$ cat config.mk
export PLATFORM = sky130hd
export DESIGN_NAME = uart_autobaud
export DESIGN_NICKNAME = d
export VERILOG_FILES = /design/src/rtl/uart_autobaud.sv
export SDC_FILE = /design/constraint.sdc
export NUM_CORES = 1
export LEC_CHECK = 0
export BUFFER_PORTS_ARGS = -buffer_cell sky130_fd_sc_hd__buf_4
export CAP_MARGIN = 20
export CORE_ASPECT_RATIO = 2
export CORE_MARGIN = 2
export CORE_UTILIZATION = 50
export CTS_CLUSTER_DIAMETER = 100
export DETAILED_ROUTE_END_ITERATION = 8
export PLACE_DENSITY = 0.71
export SYNTH_ARGS = -nofsm -noshare
export SYNTH_HDL_FRONTEND = slang
export SYNTH_SLANG_ARGS = --single-unit
$ cat constraint.sdc
create_clock -name i_clk -period 14 [get_ports i_clk]
set_clock_uncertainty 0.1 [all_clocks]
set_input_delay 1.4 -clock i_clk [delete_from_list [all_inputs] [get_ports i_clk]]
set_output_delay 1.4 -clock i_clk [all_outputs]
set_load 0.02 [all_outputs]
$ cat src/rtl/uart_autobaud.sv
// Auto-baud controller: measures low-pulse widths of a 0x55 sync pattern on the RX pin,
// locks once enough widths agree and the line idles, then releases the receiver.
module uart_autobaud #(
  parameter logic [15:0] DEFAULT_PRESCALER = 16'd103,
  parameter int unsigned SYNC_MATCHES      = 3,
  parameter int unsigned MIN_WIDTH         = 4,
  parameter int unsigned TOL_SHIFT         = 3,
  parameter int unsigned GUARD_SHIFT       = 5
) (
  input  logic        i_clk,
  input  logic        i_reset,
  input  logic        i_uart_rx,
  input  logic        i_relock,
  output logic [15:0] o_baudrate_prescaler,
  output logic        o_locked,
  output logic        o_rx_reset
);

  localparam logic [15:0] MinW  = 16'(MIN_WIDTH);
  localparam logic [3:0]  SyncN = 4'(SYNC_MATCHES);

  typedef enum logic [2:0] {
    HUNT,
    MEASURE,
    COMPARE,
    SETTLE,
    LOCKED
  } state_t;

  state_t      state_q, state_d;
  logic [2:0]  sync_q, sync_d;
  logic        rx_prev_q, rx_prev_d;
  logic [15:0] width_q, width_d;
  logic [15:0] ref_width_q, ref_width_d;
  logic [3:0]  matches_q, matches_d;
  logic [23:0] settle_q, settle_d;
  logic [15:0] presc_q, presc_d;
  logic        locked_q, locked_d;
  logic        rx_reset_q, rx_reset_d;

  logic        rx_sync;
  logic        rx_fall;
  logic [15:0] diff;
  logic [15:0] tol;
  logic [23:0] guard;

  assign rx_sync = sync_q[2];
  assign rx_fall = rx_prev_q & ~rx_sync;

  assign o_baudrate_prescaler = presc_q;
  assign o_locked             = locked_q;
  assign o_rx_reset           = rx_reset_q;

  always_comb begin
    state_d     = state_q;
    sync_d      = {sync_q[1:0], i_uart_rx};
    rx_prev_d   = rx_sync;
    width_d     = width_q;
    ref_width_d = ref_width_q;
    matches_d   = matches_q;
    settle_d    = settle_q;
    presc_d     = presc_q;
    locked_d    = locked_q;
    rx_reset_d  = rx_reset_q;

    // Larger minus smaller, so the distance never wraps.
    diff  = (width_q > ref_width_q) ? (width_q - ref_width_q) : (ref_width_q - width_q);
    tol   = ref_width_q >> TOL_SHIFT;
    guard = 24'(ref_width_q) << GUARD_SHIFT;

    case (state_q)
      HUNT: begin
        if (rx_fall) begin
          state_d = MEASURE;
          width_d = 16'd1;
        end
      end
      MEASURE: begin
        if (rx_sync) begin
          state_d = COMPARE;
        end else if (width_q != '1) begin
          width_d = width_q + 16'd1;
        end
      end
      COMPARE: begin
        state_d = HUNT;
        if ((width_q < MinW) || (width_q == '1)) begin
          matches_d = '0;
        end else if ((matches_q == '0) || (diff > tol)) begin
          ref_width_d = width_q;
          matches_d   = 4'd1;
        end else begin
          matches_d = matches_q + 4'd1;
        end
        if (matches_d == SyncN) begin
          state_d  = SETTLE;
          settle_d = '0;
        end
      end
      SETTLE: begin
        if (settle_q == guard) begin
          presc_d    = ref_width_q - 16'd1;
          locked_d   = 1'b1;
          rx_reset_d = 1'b0;
          state_d    = LOCKED;
        end else begin
          settle_d = rx_sync ? (settle_q + 24'd1) : '0;
        end
      end
      LOCKED: begin
        state_d = LOCKED;
      end
      default: begin
        state_d = HUNT;
      end
    endcase

    // Relock overrides any state; the prescaler keeps its last locked value.
    if (i_relock) begin
      state_d    = HUNT;
      matches_d  = '0;
      locked_d   = 1'b0;
      rx_reset_d = 1'b1;
    end
  end

  always_ff @(posedge i_clk) begin
    if (i_reset) begin
      state_q     <= HUNT;
      sync_q      <= '1;
      rx_prev_q   <= 1'b1;
      width_q     <= '0;
      ref_width_q <= '0;
      matches_q   <= '0;
      settle_q    <= '0;
      presc_q     <= DEFAULT_PRESCALER;
      locked_q    <= 1'b0;
      rx_reset_q  <= 1'b1;
    end else begin
      state_q     <= state_d;
      sync_q      <= sync_d;
      rx_prev_q   <= rx_prev_d;
      width_q     <= width_d;
      ref_width_q <= ref_width_d;
      matches_q   <= matches_d;
      settle_q    <= settle_d;
      presc_q     <= presc_d;
      locked_q    <= locked_d;
      rx_reset_q  <= rx_reset_d;
    end
  end

endmodule
-- Word-level counts from Yosys, hierarchy flattened
Cells that the tools add are included.
- add/sub/neg operators: 6
- order comparisons: 3
- eq/ne operators: 15
- mux-type cells: 17
- bitwise gates (word level): 3
- reduce and logical (&&, ||, !) cells: 12
- operators with widths (cell ; count):
    $mux W24 ; 3
    $mux W16 ; 4
    $pmux W24 S2 ; 1
    $pmux W16 S2 ; 1
    $sub A16 B16 Y16 ; 2
    $add A24 B1 Y24 const B ; 1
    $eq A24 B21 Y1 ; 1
    $add A16 B1 Y16 const B ; 1
    $eq A16 B16 Y1 const B ; 1
    $gt A16 B13 Y1 ; 1
    $gt A16 B16 Y1 ; 1
    $lt A16 B3 Y1 const B ; 1
    $ne A16 B16 Y1 const B ; 1
    $sub A16 B1 Y16 const B ; 1
    $pmux W3 S5 ; 1
    $ne A2 B2 Y1 const B ; 7
    $mux W4 ; 3
    $mux W3 ; 3
    $reduce_and A3 Y1 ; 3
    $eq A3 B2 Y1 const B ; 2
    $add A4 B1 Y4 const B ; 1
    $eq A4 B2 Y1 const B ; 1
    $logic_not A4 Y1 ; 1
    $reduce_and A4 Y1 ; 1
    other kinds (10) ; 13
- bits in registers: 85
- bits of input ports: 4
- output and inout port bits: 18
- word-level logic and storage cells: 66

-- Logic depth before layout (Yosys ltp)
- word-level depth: 10
- mapped depth: 24
- depth with buffers taken out: 22

-- Worst setup path before layout
Ideal clock, no wire load.
- path type: reg-to-reg
- start: register width_q[3]
- end: register settle_q[10]
- setup time: 0.134 ns
- arrival: 4.906 ns
- data required time: 13.766 ns
- path slack: 8.860 ns
- stages on the path, launching flop included: 24
- clock period less this slack: 5.140 ns
- cells stage by stage: dfxtp_1 > inv_1 > ha_1 > buf_2 > a21oi_1 > a211oi_1 > o21ai_0 > a21oi_1 > clkbuf_1 > mux2_2 > a221oi_1 > o21ai_0 > a31oi_1 > xnor2_1 > ha_1 > nand2_1 > or2_2 > or3_1 > a21oi_1 > o21ai_0 > a2111oi_4 > or2b_4 > buf_4 > a211oi_1
- cells in the longest elaborated chain, start to end: 10
- RTL lines (what ; RTL line ; text):
    start: declaration ; 33 ; logic [15:0] width_q, width_d;
    start signal: assignment ; 143 ; width_q <= width_d;
    $sub A16 B16 Y16 or $gt A16 B16 Y1 (tied branches) ; 67 ; diff = (width_q > ref_width_q) ? (width_q - ref_width_q) : (ref_width_q - width_q);
    $mux W16 ; 67 ;
    $gt A16 B13 Y1 ; 89 ; end else if ((matches_q == '0) || (diff > tol)) begin
    $logic_or A1 B1 Y1 ; 89 ;
    $mux W4 ; 89 ;
    $mux W4 * ; 87 ; if ((width_q < MinW) || (width_q == '1)) begin
    $mux W4 * ; 71 ; case (state_q)
    $eq A4 B2 Y1 * ; 95 ; if (matches_d == SyncN) begin
    $ne A2 B2 Y1 (no line) * ; - ;
    $reduce_and A3 Y1 (no line) * ; - ;
    end signal: assignment ; 146 ; settle_q <= settle_d;
    end: declaration ; 36 ; logic [23:0] settle_q, settle_d;
Mark *: on every way between the ends. The rest lies on a longest branch, timed or not. The select of a mux whose other input is x is not followed.
A chain may end at the register's enable or synchronous reset.

-- Worst setup path in the final report
- start: register width_q[7]
- end: register settle_q[21]
Same word-level chain as after synthesis.

==> impl_metrics.py <==
metrics = {
    "floorplan": {
        "row_count": 57,
        "ios": 22,
        "die_w_um": 82.9,
        "coreArea_mm2": 0.0121,
        "floorplan.initialDensity": 0.513,
        "dieArea_mm2": 0.0134,
        "die_h_um": 162,
    },
    "grt": {
        "grt_use_total": 0.275,
        "overflow": 0,
        "grt_pass1_wl_um": 29900,
        "first_global_vias": 5988,
        "antenna_found_initial": 0,
        "grt_max_degree": 84,
    },
    "detailed_routing": {
        "first_iter_violations": 342,
        "wl_per_cell_um": 19.7,
        "wl_um": 18700,
        "vias": 6038,
        "dr.pass1.iters": 5,
        "detail-route-antenna-nets": 0,
        "vias_per_cell": 6.36,
        "drc": 0,
    },
    "placement": {
        "placed_cell_area_mm2": 0.00640,
        "gp_congestion": 1.03,
        "pre_cts_ws_ns": 8.21,
        "dp_hpwl_um": 14400,
        "io_buffer_count": 21,
    },
    "logic_synthesis": {
        "async_flop_share": 0,
        "synth.most_common_cell": "nor2_1",
        "syn_area_per_cell_um2": 7.74,
        "yosys_most_used_dff": "dfxtp_1",
        "synth_nets": 860,
        "synth_largest_area_cell": "dfxtp_1",
        "yosys_warnings": 0,
        "synth_cell_types": 57,
        "ys_seq_area_frac": 0.274,
        "synthTopCellsByCount": "102 x nor2_1, 85 x dfxtp_1, 63 x a21oi_1",
        "synthCells": 804,
        "syn_area_mm2": 0.00622,
        "yosys.area.top_type_share": 0.274,
        "synth_seq_cells": 85,
        "synth-edff-count": 0,
        "ys_top_cells_by_area": "dfxtp_1 27%, ha_1 10%, xnor2_1 6.6%, nor2_1 6.2%, a21oi_1 5.1%",
    },
    "setup_path": {
        "critPathRequiredTime_ns": 14.08,
        "reg2reg_from": "width_q[7]",
        "r2r_end": "settle_q[21]",
        "end_kind": "flop",
        "cp.arrival_ns": 5.97,
        "worst_setup_path_start_kind": "flop",
        "crit_type": "flop to flop",
        "r2r_cells": 20,
        "ff2ff_setup_slack_ns": 8.11,
        "path_max_fanout": 23,
    },
    "layout": {
        "final_area_mm2": 0.00677,
        "multiInputGateArea_mm2": 0.00414,
        "drive_above_1_share": 0.0786,
        "fin_util": 0.559,
        "fin_nets": 853,
        "ff_latch_area_mm2": 0.00170,
        "fillers": 1174,
        "area_growth_pct": 8.87,
        "n_antenna_cell": 0,
    },
    "power": {
        "power.total_uw": 529,
        "peakVddDrop_mv": 0.0759,
        "p_per_area_mw_per_mm2": 78.2,
        "cellLeakagePower_uw": 0.00264,
    },
    "cts": {
        "cts_root_buf": "clkbuf_16",
        "cts_tree": "built",
        "htree_levels": 3,
        "clock-sinks": 85,
        "cts.clk_slew.worst_paths_ns": 0.06,
        "cts-hold-fix-buffers": 0,
        "post-cts-setup-buffers": 0,
        "cts-resized-gates": 0,
        "clockBufferDepth": 2,
        "clk_latency_ns": 0.34,
        "cts_buffers": 9,
    },
    "timing": {
        "setup-violations-final": 0,
        "timing.fmax_mhz": 170,
        "final_max_slew_viol_count": 0,
        "min_period_ns": 5.89,
        "fin_crit_sh": 0.421,
        "slew_headroom": 0.430,
        "worstMarginPinSlew_ns": 0.854,
        "hold_viol_final": 0,
        "rsz0062_at_grt": "false",
        "finalSetupTns_ns": 0,
        "worst_slack_ns": 8.11,
    },
    "run": {
        "maxCapViolCount": 0,
    },
    "hold_path": {
        "hold_path.startpoint": "sync_q[0]",
        "hold_path_depth": 1,
        "min_to": "sync_q[1]",
        "worstHoldPathType": "flop to flop",
    },
    "status": {
        "outcome": "finished, final reports clean",
    },
}
## cell usage in the layout, fill, tap and decap left out, types with 12 or more instances in the layout
cell      instances
nor3_1           19
o21a_1           12
a21oi_1          63
and3_1           12
nor2_1          102
buf_4            27
nand2b_1         12
nand3_1          23
dfxtp_1          85
nand2_1          44
nand4_1          20
xnor2_1          47
o21ai_0          49
inv_1            44
o41ai_1          18
nor4_1           12
ha_1             50
a211oi_1         18
## metal layers
layer | wire (µm) | up-vias | track usage | part of all wire
met1 | 6680 | 2893 | 0.266 | 0.36
met5 | 0 | - | 0 | 0
li1 | - | 2873 | - | -
met2 | 10300 | 193 | 0.534 | 0.55
met4 | 1150 | 0 | 0.186 | 0.061
met3 | 520 | 79 | 0.0295 | 0.028
## worst max path at each step
stage	startpoint	endpoint	slack, ns	cells after the start
3_5_place_dp	width_q[7]	settle_q[14]	8.21	20
4_1_cts	width_q[7]	settle_q[21]	8.19	20
2_1_floorplan	width_q[3]	settle_q[10]	8.86	23
5_1_grt	width_q[13]	settle_q[21]	7.75	20
3_3_place_gp	width_q[7]	settle_q[8]	8.29	20
6_report	width_q[7]	settle_q[21]	8.11	20
## registers in the layout, summed over array words and instances (netlist names)
register	count
matches_q	4
o_baudrate_prescaler	16
o_locked	1
o_rx_reset	1
ref_width_q	16
rx_prev_q	1
settle_q	24
state_q	3
sync_q	3
width_q	16
## through the flow
stage	instances	hold WS [ns]
detailed placement	931	0.300
floorplan	804	0.289
global route	949	0.320
global placement	930	0.293
CTS	947	0.318
finish	949	0.313
## critical path: stages, from the launching register on
cell,delay [ns]
dfxtp_1,0.42
inv_1,0.14
ha_1,0.50
nand4_1,0.26
or3_1,0.46
nor3_1,0.20
a21oi_1,0.10
buf_4,0.25
o21ai_0,0.33
o21ai_0,0.20
a31oi_1,0.24
xnor2_1,0.09
ha_1,0.31
nand2_1,0.06
or2_2,0.29
or3_1,0.40
a21oi_1,0.14
o21ai_0,0.20
a2111oi_4,0.50
or2b_4,0.38
a311oi_1,0.15
## logic make-up after synthesis
logic type	count (synthesis)	synth area share
AO/OA/AOI/OAI	225	0.239
multiplexers	11	0.0181
adder cells (fa/ha/maj)	52	0.107
flip-flops	85	0.274
XOR/XNOR	57	0.0803
buffers and inverters	91	0.0601
AND/OR/NAND/NOR	283	0.222
## where the power goes
group	switching [µW]	internal (µW)
Sequential	0.545	242
Clock	96.6	166
Combinational	15.1	8.46
## area by class of cell
| type | count | area share |
|---|---|---|
| clock buffer | 11 | 0.0373 |
| multi-input combinational | 628 | 0.612 |
| inverter | 44 | 0.0244 |
| tap | 147 | 0.0272 |
| sequential | 85 | 0.251 |
| clock inverter | 5 | 0.0122 |
| timing repair buffer | 29 | 0.0357 |
No activity file was read; power rests on OpenSTA's default activity.
